[src/rtl/port_stream_fifo_if.sv]
// -----------------------------------------------------------------------------
// port_stream_fifo_if
// Groups the producer-side and consumer-side valid/ready signals of
// port_stream_fifo, together with the occupancy count.
//
// Parameters:
//   WIDTH - data word width in bits
//   DEPTH - FIFO depth, which sets the width of count
//
// Signals:
//   in_valid / in_ready / in_data     producer handshake and word
//   out_valid / out_ready / out_data  consumer handshake and head word
//   count                             occupancy, 0..DEPTH
//
// Modports:
//   master - the environment (producer and consumer)
//   slave  - the FIFO
// -----------------------------------------------------------------------------
interface port_stream_fifo_if #(
  parameter int WIDTH = 8,
  parameter int DEPTH = 4
);

  logic                     in_valid;
  logic                     in_ready;
  logic [WIDTH-1:0]         in_data;
  logic                     out_valid;
  logic                     out_ready;
  logic [WIDTH-1:0]         out_data;
  logic [$clog2(DEPTH):0]   count;

  modport master (
    output in_valid, in_data, out_ready,
    input  in_ready, out_valid, out_data, count
  );

  modport slave (
    input  in_valid, in_data, out_ready,
    output in_ready, out_valid, out_data, count
  );

endinterface

[src/rtl/port_stream_fifo.sv]
// -----------------------------------------------------------------------------
// port_stream_fifo
// Synchronous valid/ready FIFO. It buffers WIDTH-bit words from a producer and
// presents them in order to a consumer. Storage is a DEPTH-entry register
// array addressed by wrapping write/read pointers. Occupancy is kept in its
// own counter, so full and empty never have to be decoded from the pointers.
//
// Parameters:
//   WIDTH - data word width (>= 1)
//   DEPTH - number of entries (power of two, >= 2)
//
// Ports:
//   clk  - rising-edge clock
//   rst  - synchronous, active-high reset
//   bus  - port_stream_fifo_if.slave (in_*/out_* handshakes, count)
//
// Build option:
//   PORT_FIFO_BYPASS_EN - when this macro is defined, the FIFO is empty and
//   out_ready is high, the incoming word passes combinationally to the output
//   and nothing is stored. When the macro is not defined, no combinational path
//   runs from in to out.
// -----------------------------------------------------------------------------
module port_stream_fifo #(
  parameter int WIDTH = 8,
  parameter int DEPTH = 4
) (
  input  logic                  clk,
  input  logic                  rst,
  port_stream_fifo_if.slave     bus
);

  localparam int AW = $clog2(DEPTH);
  localparam int CW = AW + 1;

  logic [WIDTH-1:0] mem_q [DEPTH];
  logic [AW-1:0]    wp_q, wp_d;
  logic [AW-1:0]    rp_q, rp_d;
  logic [CW-1:0]    count_q, count_d;

  logic             full_s;
  logic             empty_s;
  logic             bypass_s;
  logic             in_ready_s;
  logic             out_valid_s;
  logic [WIDTH-1:0] out_data_s;
  logic             push_s;
  logic             pop_s;
  logic             store_s;
  logic             deq_s;

  assign full_s  = (count_q == CW'(DEPTH));
  assign empty_s = (count_q == {CW{1'b0}});

  // in_ready depends only on state and rst, never on out_ready. As a result,
  // a pop cannot free a slot for a push in the same cycle.
  assign in_ready_s = ~full_s & ~rst;

`ifdef PORT_FIFO_BYPASS_EN
  // Pass-through is gated by rst because in_ready is low during reset, so the
  // producer side cannot complete a transfer then.
  assign bypass_s = empty_s & bus.out_ready & ~rst;
`else
  assign bypass_s = 1'b0;
`endif

  // Consumer-side view: the head entry, or the live input word when it bypasses the array.
  always_comb begin
    out_valid_s = ~empty_s;
    out_data_s  = mem_q[rp_q];
    if (bypass_s) begin
      out_valid_s = bus.in_valid;
      out_data_s  = bus.in_data;
    end else begin
      out_valid_s = ~empty_s;
      out_data_s  = mem_q[rp_q];
    end
  end

  assign push_s  = bus.in_valid & in_ready_s;
  assign pop_s   = out_valid_s & bus.out_ready;
  // A word that bypasses the array is consumed in the same cycle. It is
  // neither written to nor read from storage.
  assign store_s = push_s & ~bypass_s;
  assign deq_s   = pop_s & ~bypass_s;

  // Next-state values for the pointers and the occupancy counter.
  always_comb begin
    wp_d    = wp_q;
    rp_d    = rp_q;
    count_d = count_q;
    if (store_s) begin
      wp_d = wp_q + AW'(1);
    end else begin
      wp_d = wp_q;
    end
    if (deq_s) begin
      rp_d = rp_q + AW'(1);
    end else begin
      rp_d = rp_q;
    end
    case ({store_s, deq_s})
      2'b10:   count_d = count_q + CW'(1);
      2'b01:   count_d = count_q - CW'(1);
      default: count_d = count_q;
    endcase
  end

  // Pointer and counter registers. Reset empties the queue logically.
  always_ff @(posedge clk) begin
    if (rst) begin
      wp_q    <= {AW{1'b0}};
      rp_q    <= {AW{1'b0}};
      count_q <= {CW{1'b0}};
    end else begin
      wp_q    <= wp_d;
      rp_q    <= rp_d;
      count_q <= count_d;
    end
  end

  // Storage array. Reset does not clear it. store_s stays low during reset
  // because in_ready is low then.
  always_ff @(posedge clk) begin
    if (store_s) begin
      mem_q[wp_q] <= bus.in_data;
    end
  end

  assign bus.in_ready  = in_ready_s;
  assign bus.out_valid = out_valid_s;
  assign bus.out_data  = out_data_s;
  assign bus.count     = count_q;

endmodule

[src/flat_wrapper.sv]
// flat-port wrapper written by rule: the top's interface ports become plain ports
module port_stream_fifo_flat 
#(
  parameter int WIDTH = 8,
  parameter int DEPTH = 4
)
  (clk, rst, bus_in_valid, bus_in_data, bus_out_ready, bus_in_ready, bus_out_valid, bus_out_data, bus_count);
  port_stream_fifo_if #(.WIDTH(WIDTH), .DEPTH(DEPTH)) bus_i ();
  input  logic clk;
  input  logic rst;
  input wire logic [$bits(bus_i.in_valid)-1:0] bus_in_valid;
  input wire logic [$bits(bus_i.in_data)-1:0] bus_in_data;
  input wire logic [$bits(bus_i.out_ready)-1:0] bus_out_ready;
  output wire logic [$bits(bus_i.in_ready)-1:0] bus_in_ready;
  output wire logic [$bits(bus_i.out_valid)-1:0] bus_out_valid;
  output wire logic [$bits(bus_i.out_data)-1:0] bus_out_data;
  output wire logic [$bits(bus_i.count)-1:0] bus_count;
  assign bus_i.in_valid = bus_in_valid;
  assign bus_i.in_data = bus_in_data;
  assign bus_i.out_ready = bus_out_ready;
  assign bus_in_ready = bus_i.in_ready;
  assign bus_out_valid = bus_i.out_valid;
  assign bus_out_data = bus_i.out_data;
  assign bus_count = bus_i.count;
  port_stream_fifo #(.WIDTH(WIDTH), .DEPTH(DEPTH)) u_core (.clk(clk), .rst(rst), .bus(bus_i));
endmodule
[config.mk]
export PLATFORM = sky130hd
export DESIGN_NAME = port_stream_fifo_flat
export DESIGN_NICKNAME = d
export VERILOG_FILES = /design/src/rtl/port_stream_fifo_if.sv /design/src/rtl/port_stream_fifo.sv /design/src/flat_wrapper.sv
export SDC_FILE = /design/constraint.sdc
export NUM_CORES = 1
export LEC_CHECK = 0
export BUFFER_PORTS_ARGS = -buffer_cell sky130_fd_sc_hd__buf_4
export CORE_MARGIN = 2
export CORE_UTILIZATION = 55
export CTS_CLUSTER_SIZE = 14
export DETAILED_ROUTE_END_ITERATION = 8
export PLACE_DENSITY = 0.81
export SLEW_MARGIN = 20
export SYNTH_ARGS = -nofsm -noshare
export SYNTH_HDL_FRONTEND = slang
export SYNTH_SLANG_ARGS = --single-unit
[constraint.sdc]
create_clock -name clk -period 4.7 [get_ports clk]
set_input_delay 0.47 -clock clk [delete_from_list [all_inputs] [get_ports clk]]
set_output_delay 0.47 -clock clk [all_outputs]
set_load 0.01 [all_outputs]
**Word-level counts from Yosys, hierarchy flattened**

Memory sizes are Yosys's and may differ from the RTL's. A register that Yosys moved wholly into a read port is not among the register bits.
Cells that the tools add are included.

- Register bits: 7
- Memory bits (writable): 32
- Input port bits: 12
- Output and inout bits: 13
- Word-level logic and storage cells: 24
- Memories kept: 1

Memories:

| memory | depth | width | rd ports | clocked after memory_dff | wr ports | line | text |
|---|---|---|---|---|---|---|---|
| u_core.mem_q | 4 | 8 | 1 | 1 | 1 | port_stream_fifo.sv:35 | `logic [WIDTH-1:0] mem_q [DEPTH];` |

- Add/subtract/negate cells: 4
- Equal/unequal tests: 3
- Muxes and demuxes: 5
- Bitwise gates (word level): 6
- Reduce and logical (&&, ||, !) cells: 2

Operators by type and width:

| cell | count |
|---|---|
| 3-bit case mux with 2 select lines | 1 |
| 2-bit by 1-bit adder with 2-bit output, second input constant | 2 |
| 2-bit two-way mux | 2 |
| 3-bit by 1-bit adder with 3-bit output, second input constant | 1 |
| 1-bit bitwise AND | 3 |
| 3-bit equality test, second input constant | 1 |
| 3-bit zero test | 1 |
| 1-bit inverter | 3 |
| 3-bit by 1-bit subtractor with 3-bit output, second input constant | 1 |
| 2-bit by 1-bit equality test with 1-bit output, second input constant | 1 |
| 2-bit equality test, second input constant | 1 |
| 1-bit two-way mux | 2 |
| 2-bit nonzero test | 1 |

**Logic depth before layout (Yosys ltp)**

Gate-level depths: netlist of run 1.

- Word-level depth: 6
- Depth in mapped cells: 9
- Gate-level depth less buffers: 9

**Worst setup path after synthesis of run 1**

OpenSTA, ideal clock, no wires.

- Kind: flip-flop to flip-flop
- Start point: register u_core.count_q[2] (netlist: u_core.bus.count[2])
- End point: register u_core.count_q[2] (netlist: u_core.bus.count[2])
- Setup time: 0.070 ns
- Data arrival time: 1.983 ns
- Required time: 4.630 ns
- Path slack: 2.647 ns
- Stages on the path, launching flop included: 10
- Buffers on the path: 0
- Clock period less this slack: 2.053 ns
- Cells stage by stage: dfxtp_1 nor3b_2 nor3b_4 inv_1 ha_1 inv_1 fa_1 xor2_1 or3_1 a21oi_1

- Cells in the longest elaborated chain, start to end: 6
- Elaborated cells between the ends (all ways): 13
- Those cells by class: add/sub: 2; eq/ne: 3; mux: 1; bitwise: 5; reduce/logical: 2

Ends and longest elaborated chain:

| item | line | text |
|---|---|---|
| start: declaration | port_stream_fifo.sv:38 | `logic [CW-1:0] count_q, count_d;` |
| start signal: assignment | port_stream_fifo.sv:113 | `count_q <= {CW{1'b0}};` |
| start signal: assignment | port_stream_fifo.sv:117 | `count_q <= count_d;` |
| 3-bit equality test | port_stream_fifo.sv:51 | `assign full_s = (count_q == CW'(DEPTH));` |
| 1-bit inverter | port_stream_fifo.sv:56 | `assign in_ready_s = ~full_s & ~rst;` |
| 1-bit bitwise AND | port_stream_fifo.sv:56 |  |
| 1-bit bitwise AND | port_stream_fifo.sv:79 | `assign push_s = bus.in_valid & in_ready_s;` |
| 2-bit by 1-bit equality test with 1-bit output or 2-bit equality test (tied branches) | port_stream_fifo.sv:101 | `case ({store_s, deq_s})` |
| 3-bit case mux with 2 select lines or 2-bit nonzero test (tied branches) | -- |  |

Parallel ways exist; a longest one is shown, timed or not.
A chain may end at the register's enable or synchronous reset.

==> results of run 1 <==
-- metrics by stage --
stage	util	area [sq um]	hold slack, ps
floorplan	-	1650	475
global placement	0.660	1850	498
detailed placement	0.660	1850	517
CTS	0.683	1920	305
global route	0.683	1920	301
finish	0.683	1920	316
-- kinds of logic (layout without fill, tap and decap cells) --
logic type / count (synthesis) / count (layout) / synth area share
XOR/XNOR: 4 / 4 / 0.0213
buffers and inverters: 9 / 38 / 0.0221
multiplexers: 10 / 10 / 0.125
AND/OR/NAND/NOR: 17 / 17 / 0.0677
adder cells (fa/ha/maj): 6 / 6 / 0.0502
AO/OA/AOI/OAI: 5 / 5 / 0.0205
flip-flops: 41 / 41 / 0.694
-- state kept, by name, indices dropped and copies added, names as in the netlist, named ones only --
register and cells:
u_core.mem_q 32, u_core.wp_q 2, u_core.rp_q 2, u_core.bus.count 3
-- layout make-up --
cell class | count | area (sq um)
Sequential cell | 41 | 1140
Fill cell | 209 | 890
Multi-Input combinational cell | 42 | 468
Timing Repair Buffer | 24 | 180
Clock buffer | 6 | 51.3
Tap cell | 31 | 38.8
Inverter | 6 | 22.5
Clock inverter | 2 | 13.8
-- cell usage after synthesis, drive strengths merged --
library cell	count	area share
fa	1	0.012
nor2	8	0.018
mux4	8	0.11
inv	6	0.014
xnor2	1	0.0053
o311ai	1	0.0053
xor2	3	0.016
edfxtp	32	0.58
mux2i	1	0.0061
and2	4	0.018
ha	5	0.038
or3	2	0.0084
buf	3	0.0084
nand2b	1	0.0038
dfxtp	9	0.11
nor3b	2	0.019
o21ai	1	0.0030
o31a	1	0.0061
a21oi	2	0.0061
mux2	1	0.0091
-- worst max-delay path: cells and delay by family, from the launching register on --
family                 cells  cell delay [ps]
buffers and inverters      1              160
DFF                        1              670
muxes                      1              570
-- power groups by stage --
stage | logic [uW] | registers, uW | clock network, uW
after detailed placement | 251 | 488 | 0
after CTS | 252 | 480 | 185
after global placement | 245 | 485 | 0
after global routing | 274 | 488 | 199
after floorplan | 177 | 463 | 0
final | 248 | 478 | 182
-- cells in the final DEF (no fill, tap or decap), types with 2 or more instances in the layout --
| cell type | instances |
|---|---|
| a21oi_1 | 2 |
| and2_2 | 4 |
| buf_4 | 24 |
| clkbuf_4 | 5 |
| dfxtp_1 | 9 |
| edfxtp_1 | 32 |
| ha_1 | 5 |
| inv_1 | 6 |
| mux4_2 | 8 |
| nor2_1 | 8 |
| xor2_1 | 3 |
-- final timing paths --
check | startpoint | end | slack, ps | cells past startpoint
worst min register to register | u_core.wp_q[0]$_SDFFE_PP0P_ | u_core.wp_q[0]$_SDFFE_PP0P_ | 530 | 1
worst min-delay path | bus_in_data[2] | u_core.mem_q[3][2]$_DFFE_PP_ | 320 | 1
worst max-delay path | flop | bus_out_data[5] | 2490 | 2
worst max register to register | u_core.bus.count[2]$_SDFFE_PP0P_ | u_core.bus.count[2]$_SDFFE_PP0P_ | 2540 | 9
-- layer usage --
metal,part of all wire,GRT usage,wire length [um]
met5,0,0,0
met4,0.010,0.0779,25
met3,0.063,0.0527,154
met2,0.51,0.250,1260
met1,0.42,0.217,1020
==> impl_metrics.csv, run 1 <==
group,metric,value,unit
status,run_status,"complete, but fails checks",
status,violations,"design-rule violations",
clocking,clk_pin_slew,120,ps
die,core_area,2810,sq um
worst_setup_path,cp.required,4230,ps
run,maxCapViolations,0,
pwr,power.leakage,0.000691,uW
clocking,htreeDepth,2,
synthesis,yosysUniqueCellTypes,23,
worst_setup_path,crit_slowest_cell,"dfxtp_1",
timing,hold_viol,0,
synthesis,yosysWarnings,0,
clocking,clk_latency,340,ps
placed_design,pre_cts_ws,2570,ps
timing,finalSetupViolations,0,
pwr,peakVddDrop,0.257,mV
die,ios,25,
worst_setup_path,cpPeakStageDelay,670,ps
worst_setup_path,path_cells,"mux4_2 > buf_4",
die,die_area,3450,sq um
worst_setup_path,path_class,"reg -> out",
pwr,pwr-share-seq,0.526,
pwr,swShare,0.285,
route,viasPerCell,5.53,
grt,grt_start_max_net_pins,14,
pwr,total_power,908,uW
timing,final_max_slew_viol_count,0,
timing,finClkSkew,15.0,ps
clocking,tritoncts,"built",
synthesis,yosysSeqAreaShare,0.694,
route,drtPass1Iterations,6,
finish,nets,138,
finish,syn_to_final_growth,16.4,%
worst_setup_path,worstSetupEndpointType,"output port",
pwr,internal-power,649,uW
timing,grt_setup_unrepaired,"false",
die,die_h,58.7,um
timing,fin_ws,2490,ps
clocking,ctsResizeCount,0,
timing,setup_tns,0,ps
pwr,p_sw,259,uW
finish,fin_cells,152,
clocking,postCtsSetupBuffers,0,
pwr,p_comb_frac,0.273,
grt,grt_use_total,0.164,
placed_design,dp.cells,144,
grt,grt_pass1_wl,3.97,mm
pwr,p_clk_frac,0.201,
worst_setup_path,arrival,1740,ps
placed_design,io_buffers,24,
timing,min_period_over_period,0.469,
worst_setup_path,crit_fanout,8,
synthesis,syn_area,1650,sq um
synthesis,syn_avg_cell_area,17.9,sq um
clocking,cts_sinks,41,
timing,slew_headroom,0.644,
pwr,cellPowerDensity,474,nW/um^2
route,vias,840,
finish,drive_above_1_share,0.405,
grt,antenna_found_initial,0,
clocking,cts_root_buf,"clkbuf_4",
grt,gr-total-overflow,0,
route,postRouteAntennaNets,0,
placed_design,finalWeightedCongestion,0.769,
die,die_w,58.7,um
hold_path,worstHoldPathType,"in -> reg",
finish,antenna_cells,0,
die,num_rows,19,
die,start_util,0.587,
route,drc_errors,1,
route,wirelength,2.45,mm
worst_setup_path,startpoint_type,"flop",
clocking,cts-hold-fix-buffers,0,
route,drt_first_iter_violations,9,
synthesis,synth_fp_nets,110,
clocking,cts-buffers-inserted,5,
grt,grt_pass1_vias,841,
timing,max_clock_freq,453,MHz
timing,period_minus_slack,2210,ps
synthesis,synth-seq-cells,41,
route,wl_per_cell,16.1,um
clocking,clk_path_buf_depth,2,
timing,worst_pin_slew,533,ps
synthesis,syn_inst,92,
Note: power is estimated with default switching activity, not from simulation.
==> inputs of run 2 (changes only) <==
clock period = 2.05 ns   (was 4.7 ns; I/O delays follow)
==> run 2 against run 1 <==
  * The flow still finishes with violations (design-rule violations)
  * First-iteration DRC count grew 120%
  * Final cell count grew 6.6%
  * Critical path type is now reg -> reg
  * Clock power grew 110%
  * Utilization grew 3.0 points
  * Worst setup slack lost 2400 ps
==> impl_metrics.csv, run 2 (same netlist as run 1, synthesis figures left out) <==
group,metric,value,unit
timing,hold_slack,56.2,ps
die,ios,25,
grt,grt_pass1_vias,935,
grt,grt_busiest_layer,"met2",
grt,grt_use_met3,0.0681,
clocking,cts-hold-fix-buffers,0,
worst_setup_path,worstSetupEndpointType,"flop",
clocking,clk_path_buf_depth,2,
route,drc_errors,1,
die,die_area,3450,sq um
timing,final_max_slew_viol_count,0,
clocking,cts-buffers-inserted,5,
pwr,swShare,0.295,
placed_design,place_area,1890,sq um
worst_setup_path,startpoint_type,"flop",
finish,design_area,2000,sq um
timing,min_period_over_period,0.947,
finish,layout_commonest_cell,"buf_4",
worst_setup_path,crit_fanout,2,
route,wl_per_cell,17.5,um
grt,grt_use_total,0.180,
finish,drive_above_1_share,0.481,
grt,met1_usage,0.195,
worst_setup_path,crit_slowest_cell,"dfxtp_4",
pwr,p_comb_frac,0.338,
pwr,p_sw,645,uW
finish,nets,148,
placed_design,detailed_place_hpwl,2.00,mm
worst_setup_path,timing.rr.start,"u_core.bus.count[0]$_SDFFE_PP0P_",
timing,max_clock_freq,515,MHz
placed_design,finalWeightedCongestion,0.802,
status,violations,"design-rule violations",
timing,slew_headroom,0.700,
finish,syn_to_final_growth,21.5,%
status,run_status,"complete, but fails checks",
worst_setup_path,cp.required,2330,ps
die,core_area,2810,sq um
timing,period_minus_slack,1940,ps
worst_setup_path,path_class,"reg -> reg",
pwr,peakVddDrop,0.582,mV
worst_setup_path,arrival,2220,ps
finish,layout_common_cells,"buf_4 (34), edfxtp_1 (32), mux4_2 (8), nor2_1 (8), dfxtp_1 (7)",
route,viasPerCell,5.53,
timing,finalSetupViolations,0,
worst_setup_path,worstReg2RegEnd,"u_core.bus.count[2]$_SDFFE_PP0P_",
die,die_h,58.7,um
finish,largest_register_ffs,32,
timing,setup_tns,0,ps
placed_design,io_buffers,24,
clocking,clk_pin_slew,120,ps
worst_setup_path,path_cells,"nor3b_4 > nor3b_4 > inv_1 > ha_2 > inv_1 > fa_2 > xor2_1 > or3_1 > a21oi_1",
grt,grt_start_max_net_pins,14,
finish,regMostFlops,"u_core.mem_q",
die,start_util,0.587,
clocking,htreeDepth,2,
grt,gr-total-overflow,0,
worst_setup_path,ff2ff_path_depth,9,
worst_setup_path,rrSetupSlack,110,ps
clocking,tritoncts,"built",
clocking,cts_root_buf,"clkbuf_4",
timing,worst_pin_slew,445,ps
timing,hold_viol,0,
die,die_w,58.7,um
clocking,clk_latency,340,ps
run,maxCapViolations,0,
route,vias,896,
finish,antenna_cells,0,
route,postRouteAntennaNets,0,
hold_path,min_path_cells,1,
pwr,power.leakage,0.000736,uW
pwr,internal-power,1540,uW
route,wirelength,2.83,mm
clocking,cts_sinks,41,
pwr,p_clk_frac,0.176,
worst_setup_path,cp-startpoint,"u_core.bus.count[0]$_SDFFE_PP0P_",
worst_setup_path,cpPeakStageDelay,370,ps
timing,finClkSkew,3.70,ps
worst_setup_path,crit_path_end,"u_core.bus.count[2]$_SDFFE_PP0P_",
timing,grt_setup_unrepaired,"false",
grt,antenna_found_initial,0,
die,num_rows,19,
grt,grt_pass1_wl,4.31,mm
grt,grt.met2_usage,0.323,
pwr,cellPowerDensity,1090,nW/um^2
route,drtPass1Iterations,6,
pwr,pwr-share-seq,0.486,
hold_path,worstHoldPathType,"in -> reg",
route,drt_first_iter_violations,20,
-- run 2: repair_timing --
| item | in CTS | in global routing |
|---|---|---|
| gates cloned | 0 | 0 |
| resized for setup | 1 | 5 |
| buffers inserted | 1 | 5 |
| setup endpoints to repair | 1 | 1 |
| pin swaps | 1 | 2 |
-- run 2: how the worst min path moves through the flow --
stage | from | endpoint | slack (ps)
after floorplan | bus_in_data[0] | u_core.mem_q[0][0]$_DFFE_PP_ | 300
after global placement | bus_in_data[0] | u_core.mem_q[1][0]$_DFFE_PP_ | 400
after detailed placement | bus_in_data[7] | u_core.mem_q[0][7]$_DFFE_PP_ | 410
after CTS | bus_in_data[7] | u_core.mem_q[0][7]$_DFFE_PP_ | 40
after global routing | bus_in_data[3] | u_core.mem_q[3][3]$_DFFE_PP_ | 20
final | bus_in_data[3] | u_core.mem_q[0][3]$_DFFE_PP_ | 60
-- run 2: routing by layer --
layer / share of wire / vias up
li1: - / 420
met1: 0.38 / 452
met2: 0.56 / 19
met3: 0.048 / 5
met4: 0.014 / 0
met5: 0 / -
-- run 2: power by group through the flow --
| stage | registers (uW) | logic, uW | clock network [uW] |
|---|---|---|---|
| final | 1060 | 739 | 385 |
| after global routing | 1070 | 802 | 430 |
| after CTS | 1070 | 684 | 393 |
| after detailed placement | 1080 | 676 | 0 |
| after global placement | 1070 | 651 | 0 |
| after floorplan | 1070 | 410 | 0 |
-- run 2: through the flow --
step	worst slack, ps	power (uW)	instances	util
2_1_floorplan	20.6	1480	92	-
3_3_place_gp	108	1720	148	0.673
3_5_place_dp	15.8	1760	148	0.673
4_1_cts	0.315	2150	157	0.695
5_1_grt	6.30	2310	162	0.713
6_report	110	2190	162	0.713
-- run 2: final cells by class --
| cell class | instances | area [sq um] |
|---|---|---|
| Sequential cell | 41 | 1150 |
| Fill cell | 207 | 806 |
| Multi-Input combinational cell | 42 | 479 |
| Timing Repair Buffer | 34 | 255 |
| Tap cell | 31 | 38.8 |
| Clock buffer | 5 | 37.5 |
| Inverter | 6 | 22.5 |
| Clock inverter | 3 | 17.5 |
-- run 2: critical path: cells and delay by family, from the launching register on --
kind            cells  cell delay [ps]
flops               1              370
buf+inv             2              110
fa+ha+maj           2              510
xor+xnor            1              150
compound gates      1              130
simple gates        3              620
